## config.mk

```make
export PLATFORM = sky130hd
export DESIGN_NAME = ex_muldiv_unit
export DESIGN_NICKNAME = d
export VERILOG_FILES = /design/src/rtl/muldiv_pkg.sv /design/src/rtl/muldiv_divider.sv /design/src/rtl/ex_muldiv_unit.sv
export SDC_FILE = /design/constraint.sdc
export NUM_CORES = 2
export LEC_CHECK = 0
export CAP_MARGIN = 5
export CELL_PAD_IN_SITES_DETAIL_PLACEMENT = 0
export CELL_PAD_IN_SITES_GLOBAL_PLACEMENT = 1
export CORE_MARGIN = 2
export CORE_UTILIZATION = 49
export CTS_CLUSTER_SIZE = 8
export DETAILED_ROUTE_END_ITERATION = 10
export PLACE_DENSITY = 0.9
export SYNTH_ARGS = -nofsm -noshare
export SYNTH_HDL_FRONTEND = slang
export SYNTH_HIERARCHICAL = 1
export SYNTH_SLANG_ARGS = --single-unit
```

## constraint.sdc

```tcl
create_clock -name clock -period 26.8 [get_ports clock]
set_input_delay 2.68 -clock clock [delete_from_list [all_inputs] [get_ports clock]]
set_output_delay 2.68 -clock clock [all_outputs]
set_load 0.02 [all_outputs]
```

## src/rtl/muldiv_pkg.sv

```systemverilog
// Shared types for the EX-stage multiply/divide unit.
//   md_op_t    : HI/LO operation presented by the ID/EX register (MD_NONE = no op)
//   md_state_t : control FSM states of ex_muldiv_unit
//   DIV_ITER   : restoring-division iterations before the sign-fix cycle
package muldiv_pkg;

  typedef enum logic [3:0] {
    MD_NONE  = 4'd0,
    MD_MULT  = 4'd1,
    MD_MULTU = 4'd2,
    MD_MADD  = 4'd3,
    MD_MADDU = 4'd4,
    MD_MSUB  = 4'd5,
    MD_MSUBU = 4'd6,
    MD_DIV   = 4'd7,
    MD_DIVU  = 4'd8,
    MD_MTHI  = 4'd9,
    MD_MTLO  = 4'd10,
    MD_MFHI  = 4'd11,
    MD_MFLO  = 4'd12
  } md_op_t;

  typedef enum logic [1:0] {
    IDLE    = 2'd0,
    MUL     = 2'd1,
    DIV     = 2'd2,
    DIV_FIX = 2'd3
  } md_state_t;

  localparam int DIV_ITER = 32;

  function automatic logic isMulOp(md_op_t op);
    return op inside {MD_MULT, MD_MULTU, MD_MADD, MD_MADDU, MD_MSUB, MD_MSUBU};
  endfunction

  function automatic logic isDivOp(md_op_t op);
    return op inside {MD_DIV, MD_DIVU};
  endfunction

  // Signed forms treat both operands as two's complement.
  function automatic logic isSignedOp(md_op_t op);
    return op inside {MD_MULT, MD_MADD, MD_MSUB, MD_DIV};
  endfunction

endpackage

```

## src/rtl/muldiv_divider.sv

```systemverilog
// Iterative 32-bit restoring divider: 32 radix-2 iterations on operand
// magnitudes followed by one sign-fix cycle in which done is high and
// quotient/remainder carry the final values.
//   clock, reset    : clock, async active-low reset
//   start           : latch dividend/divisor/signedOp and begin
//   abort           : drop the operation in flight
//   done            : high during the sign-fix cycle (results valid)
//   quotient        : truncated toward zero; all ones on divide by zero
//   remainder       : sign of dividend; dividend on divide by zero
module muldiv_divider
  import muldiv_pkg::*;
(
  input  logic        clock,
  input  logic        reset,
  input  logic        start,
  input  logic        abort,
  input  logic        signedOp,
  input  logic [31:0] dividend,
  input  logic [31:0] divisor,
  output logic        done,
  output logic [31:0] quotient,
  output logic [31:0] remainder
);

  logic        active;
  logic [5:0]  iterCnt;
  logic [31:0] quo;
  logic [31:0] rem;
  logic [31:0] divMag;
  logic [31:0] dividendRaw;
  logic        negQuo;
  logic        negRem;
  logic        divZero;
  logic [32:0] shifted;
  logic [32:0] diff;
  logic        fixPhase;

  assign fixPhase = active && (iterCnt == 6'(DIV_ITER));
  assign shifted  = {rem, quo[31]};
  // rem < divMag keeps a true difference below 2^32, so bit 32 is the borrow.
  assign diff     = shifted - {1'b0, divMag};

  always_ff @(posedge clock or negedge reset) begin
    if (!reset) begin
      active      <= 1'b0;
      iterCnt     <= '0;
      quo         <= '0;
      rem         <= '0;
      divMag      <= '0;
      dividendRaw <= '0;
      negQuo      <= 1'b0;
      negRem      <= 1'b0;
      divZero     <= 1'b0;
    end else if (start) begin
      active      <= 1'b1;
      iterCnt     <= '0;
      quo         <= (signedOp && dividend[31]) ? (-dividend) : dividend;
      divMag      <= (signedOp && divisor[31]) ? (-divisor) : divisor;
      rem         <= '0;
      dividendRaw <= dividend;
      negQuo      <= signedOp && (dividend[31] ^ divisor[31]);
      negRem      <= signedOp && dividend[31];
      divZero     <= (divisor == 32'd0);
    end else if (abort) begin
      active <= 1'b0;
    end else if (active) begin
      if (fixPhase) begin
        active <= 1'b0;
      end else begin
        iterCnt <= iterCnt + 6'd1;
        if (!diff[32]) begin
          rem <= diff[31:0];
          quo <= {quo[30:0], 1'b1};
        end else begin
          rem <= shifted[31:0];
          quo <= {quo[30:0], 1'b0};
        end
      end
    end
  end

  // sign-fix stage
  assign done      = fixPhase;
  assign quotient  = divZero ? 32'hFFFF_FFFF : (negQuo ? (-quo) : quo);
  assign remainder = divZero ? dividendRaw   : (negRem ? (-rem) : rem);

endmodule

```

## src/rtl/ex_muldiv_unit.sv

```systemverilog
// EX-stage iterative multiply/divide unit holding architectural HI/LO.
// Ops are accepted from the ID/EX register and run after the issuing
// instruction has left EX; EX only stalls when another HI/LO op arrives
// while an operation is still in flight.
//   clock, reset      : clock, async active-low reset
//   EX_Stall          : other EX stall sources (gates acceptance only)
//   EX_Flush          : kill in-flight op and the op presented
//   EX_MulDivOp       : md_op_t of the EX instruction
//   EX_ReadData1/2    : rs / rt operands
//   EX_MulDiv_Stall   : HI/LO op presented while busy
//   EX_MulDivBusy     : op in flight
//   EX_HI, EX_LO      : architectural HI/LO
module ex_muldiv_unit
  import muldiv_pkg::*;
#(
  parameter int MUL_CYCLES = 4
) (
  input  logic        clock,
  input  logic        reset,
  input  logic        EX_Stall,
  input  logic        EX_Flush,
  input  logic [3:0]  EX_MulDivOp,
  input  logic [31:0] EX_ReadData1,
  input  logic [31:0] EX_ReadData2,
  output logic        EX_MulDiv_Stall,
  output logic        EX_MulDivBusy,
  output logic [31:0] EX_HI,
  output logic [31:0] EX_LO
);

  localparam int DIGIT_W = 32 / MUL_CYCLES;

  md_op_t      op;
  md_op_t      mulOp;
  md_state_t   state;
  md_state_t   stateNext;
  logic [5:0]  iterCnt;
  logic [63:0] mcand;
  logic [31:0] mplier;
  logic [63:0] acc;
  logic [63:0] accNext;
  logic [63:0] mulResult;
  logic [31:0] hiReg;
  logic [31:0] loReg;
  logic        busy;
  logic        accept;
  logic        lastMul;
  logic        divDone;
  logic [31:0] divQuo;
  logic [31:0] divRem;

  assign op      = md_op_t'(EX_MulDivOp);
  assign busy    = (state != IDLE);
  assign accept  = (op != MD_NONE) && !busy && !EX_Stall && !EX_Flush;
  assign lastMul = (iterCnt == 6'(MUL_CYCLES - 1));

  assign EX_MulDiv_Stall = (op != MD_NONE) && busy;
  assign EX_MulDivBusy   = busy;
  assign EX_HI           = hiReg;
  assign EX_LO           = loReg;

  // One DIGIT_W-bit digit of rt per cycle. For signed ops rt bit 31 carries
  // weight -2^31, so that partial product is subtracted in the last cycle.
  always_comb begin
    accNext = acc;
    for (int j = 0; j < DIGIT_W; j++) begin
      if (mplier[j]) begin
        if (lastMul && isSignedOp(mulOp) && (j == DIGIT_W - 1)) begin
          accNext = accNext - (mcand << j);
        end else begin
          accNext = accNext + (mcand << j);
        end
      end
    end
  end

  always_comb begin
    case (mulOp)
      MD_MADD, MD_MADDU: mulResult = {hiReg, loReg} + accNext;
      MD_MSUB, MD_MSUBU: mulResult = {hiReg, loReg} - accNext;
      default:           mulResult = accNext;
    endcase
  end

  always_comb begin
    stateNext = state;
    case (state)
      IDLE: begin
        if (accept && isMulOp(op)) begin
          stateNext = MUL;
        end else if (accept && isDivOp(op)) begin
          stateNext = DIV;
        end
      end
      MUL: begin
        if (EX_Flush || lastMul) stateNext = IDLE;
      end
      DIV: begin
        if (EX_Flush) begin
          stateNext = IDLE;
        end else if (iterCnt == 6'(DIV_ITER - 1)) begin
          stateNext = DIV_FIX;
        end
      end
      DIV_FIX: stateNext = IDLE;
      default: stateNext = IDLE;
    endcase
  end

  always_ff @(posedge clock or negedge reset) begin
    if (!reset) begin
      state   <= IDLE;
      mulOp   <= MD_NONE;
      iterCnt <= '0;
      mcand   <= '0;
      mplier  <= '0;
      acc     <= '0;
      hiReg   <= '0;
      loReg   <= '0;
    end else begin
      state <= stateNext;
      if (accept) begin
        iterCnt <= '0;
        mulOp   <= op;
        mcand   <= isSignedOp(op) ? {{32{EX_ReadData1[31]}}, EX_ReadData1}
                                  : {32'h0, EX_ReadData1};
        mplier  <= EX_ReadData2;
        acc     <= '0;
        if (op == MD_MTHI) hiReg <= EX_ReadData1;
        if (op == MD_MTLO) loReg <= EX_ReadData1;
      end else if (busy && !EX_Flush) begin
        iterCnt <= iterCnt + 6'd1;
        if (state == MUL) begin
          acc    <= accNext;
          mcand  <= mcand << DIGIT_W;
          mplier <= mplier >> DIGIT_W;
          // write coincides with busy falling so a stalled consumer sees it
          if (lastMul) {hiReg, loReg} <= mulResult;
        end
        if ((state == DIV_FIX) && divDone) {hiReg, loReg} <= {divRem, divQuo};
      end
    end
  end

  muldiv_divider uDivider (
    .clock     (clock),
    .reset     (reset),
    .start     (accept && isDivOp(op)),
    .abort     (EX_Flush && busy),
    .signedOp  (op == MD_DIV),
    .dividend  (EX_ReadData1),
    .divisor   (EX_ReadData2),
    .done      (divDone),
    .quotient  (divQuo),
    .remainder (divRem)
  );

endmodule

```

==> metrics.md <==
| Metric | Value |
|---|---|
| DRT Pass-1 Iters | `9` |
| Initial DRC count | `between 10k and 15k` |
| Post-Syn Area per Cell | `7.12 µm²` |
| WL final | `~340000 µm` |
| GRT Resource Usage Total | `a little under half` |
| Number of flops mapped to enable cells by yosys | `0` |
| PostCTS Resize Cnt | `0` |
| Grt met3 use | `between 10 and 15%` |
| Post-route setup TNS | `0 ns` |
| RSZ-0062 raised after global routing | `false` |
| Final Setup Violations | `0` |
| P&R area growth vs syn | `6.76%` |
| Seq/Total Area, Yosys | `13.9%` |
| Hold_buf cts | `0` |
| Syn Inst Count | `9468` |
| Overflow after GRT | `0` |
| # DRC | `0` |
| CP Data Required Time | `~27 ns` |
| Clock edge transition at the registers on the reported setup and hold paths | `0.06 ns` |
| R2r startpoint | `mcand[14]` |
| # clock sinks | `374` |
| Hold Startpoint | `mplier[22]` |
| Highest clock rate | `0.0386 GHz` |
| Num rows | `136` |
| Share of cells above drive strength 1 | `6.72%` |
| Vias in the first global route | `around 73k` |
| Worst setup path startpoint | `mcand[14]` |
| Final-report max-slew violation count | `0` |
| Status | `completed` |
| Postcts setup bufs | `0` |
| GP Congestion | `between 1 and 1.5` |
| First-pass GRT wire length | `488000 µm` |
| Critical path startpoint category | `register` |
| Busiest grt layer | `met2` |
| Maximum fanout along the worst path | `13` |
| Port Buffers | `137` |
| Via density | `7.06` |
| Met2 GRT Util | `69.6%` |
| Worst Max-Slew Pin Slew | `roughly 1.4 ns` |
| Avg WL per Cell | `30.6 µm` |
| Nets | `9989` |
| IO Pins | `around 140` |
| CTS tree | `built` |
| Post-synth ARST share | `100%` |
| Crit path kind | `register to register` |
| Synth warnings | `6` |
| Placed wire-length estimate | `272000 µm` |
| Die X | `375 µm` |
| Initial antenna violation count | `9` |
| Main synth FF type | `dfrtp_1` |
| Die H | `375 µm` |
| Core Area | `137000 µm²` |
| Hold Crit Class | `register to register` |
| Largest net degree at the start of global routing | `101` |
| Post-Syn Nets | `~10k` |
| CP peak stage delay | `0.92 ns` |
| TritonCTS Buffers | `56` |
| Fin. Hold Viols | `0` |
| Die ar. | `141000 µm²` |
| #FFs+latches synth | `roughly 370` |
| Slew margin rel. | `approximately 8.4%` |
| Worst EP arrival | `26.43 ns` |
| Clock Latency Late Sink | `0.73 ns` |
| Final Critical Period | `approximately 26 ns` |
| Cell at the slowest stage of the critical path | `dfrtp_1` |
| Hold Slack | `around 0.48 ns` |
| Mapped Area | `67400 µm²` |
| Tcrit/Tclk final | `96.6%` |
| Netlist cell types | `142` |
| Max Cap Violations | `0` |
| Antenna-violating nets left | `0` |
| CTS H-tree lvls | `2` |
| GR Util met1 | `58.1%` |
| Routed vias | `78.6k` |
| Initial Utilization | `49.2%` |
| CP endpoint kind | `register` |
| Root Driver | `clkbuf_16` |
| Core Util, Final | `52.5%` |
| Deepest clock path buffer count | `3` |
| Worst clock skew | `0.0945 ns` |
final timing paths:
path                                         end  slack (ns)  cells after the start
max in group asynchronous       uDivider/rem[13]       21.76                      4
worst min register to register        mplier[22]        0.48                      2
min in group asynchronous              mcand[12]        1.99                      1
worst max register to register         EX_HI[31]        0.92                     87
worst min-delay path                  mplier[22]        0.48                      2
worst max-delay path                   EX_HI[31]        0.92                     87
layout by cell type (no fill, tap or decap), types with 234 or more instances in the layout:
master,netlist,routed
xnor2_1,348,348
xor2_1,309,309
nor2_1,878,866
nand3_1,235,234
dfrtp_1,374,366
ha_1,580,580
inv_1,250,249
o21ai_0,719,717
nand2_1,1086,1084
a21o_1,293,293
a21oi_1,905,905
routing by layer:
layer	vias to the layer above	routed length, µm
li1	35167	-
met1	37495	131000
met2	4982	141000
met3	984	42100
met4	8	26400
met5	-	47
synthesized netlist by cell type, types with 171 or more instances:
| library cell | instances | area (µm²) |
|---|---|---|
| a21oi_1 | 905 | 4530 |
| nand4_1 | 171 | 1070 |
| inv_1 | 250 | 938 |
| dfrtp_1 | 374 | 9360 |
| xnor2_1 | 348 | 3050 |
| xor2_1 | 309 | 2710 |
| nor2_1 | 878 | 3300 |
| nand2_1 | 1086 | 4080 |
| o21ai_0 | 719 | 3600 |
| a21o_1 | 293 | 2200 |
| nor3_1 | 204 | 1020 |
| clkbuf_1 | 412 | 1550 |
| ha_1 | 580 | 7260 |
| nand3_1 | 235 | 1180 |
kinds of logic after synthesis:
family | synth area share (%)
adders and majority gates | 11.1
muxes | 4.13
buffers and inverters | 4.75
DFF | 13.9
AOI/OAI and AO/OA | 33.8
and+or+nand+nor | 23.8
xor gates and xnor gates | 8.57
worst max-delay path: cells and delay by family, from the launching register on:
family,cells,cell delay [ns]
adders and majority gates,9,3.89
buffers and inverters,2,0.29
AOI/OAI and AO/OA,27,10.42
DFF,1,0.92
xor gates and xnor gates,7,1.22
muxes,3,0.80
and+or+nand+nor,39,8.11
stage by stage:
step	instance area (µm²)	setup slack [ns]	instances
detailed placement	70400	2.03	11063
floorplan	67400	7.47	9468
CTS	71900	1.84	11141
global placement	70400	2.02	11063
global route	72000	0.195	11141
finish	72000	0.923	11142
cell type report:
cell class              count  area, µm²
flip-flops and latches    374       9380
diodes                      1       2.50
clock inverters             8       88.8
clock buffers              70       1490
well taps                1794       2240
fillers                 13596      65000
inverters                 255        957
multi-input cells        8312      55000
repair buffers            328       2810
flip-flops by register name, summed over array words and instances, names as in the netlist:
name	flops
acc	64
uDivider/divMag	32
mcand	64
uDivider/negQuo	1
state	2
uDivider/quo	32
EX_LO	32
uDivider/rem	32
mulOp	4
mplier	32
uDivider/iterCnt	6
uDivider/negRem	1
uDivider/active	1
EX_HI	32
uDivider/divZero	1
uDivider/dividendRaw	32
iterCnt	6
Power is not shown: default switching activity piles up to over one toggle a cycle in this logic, so the estimate is an artifact.
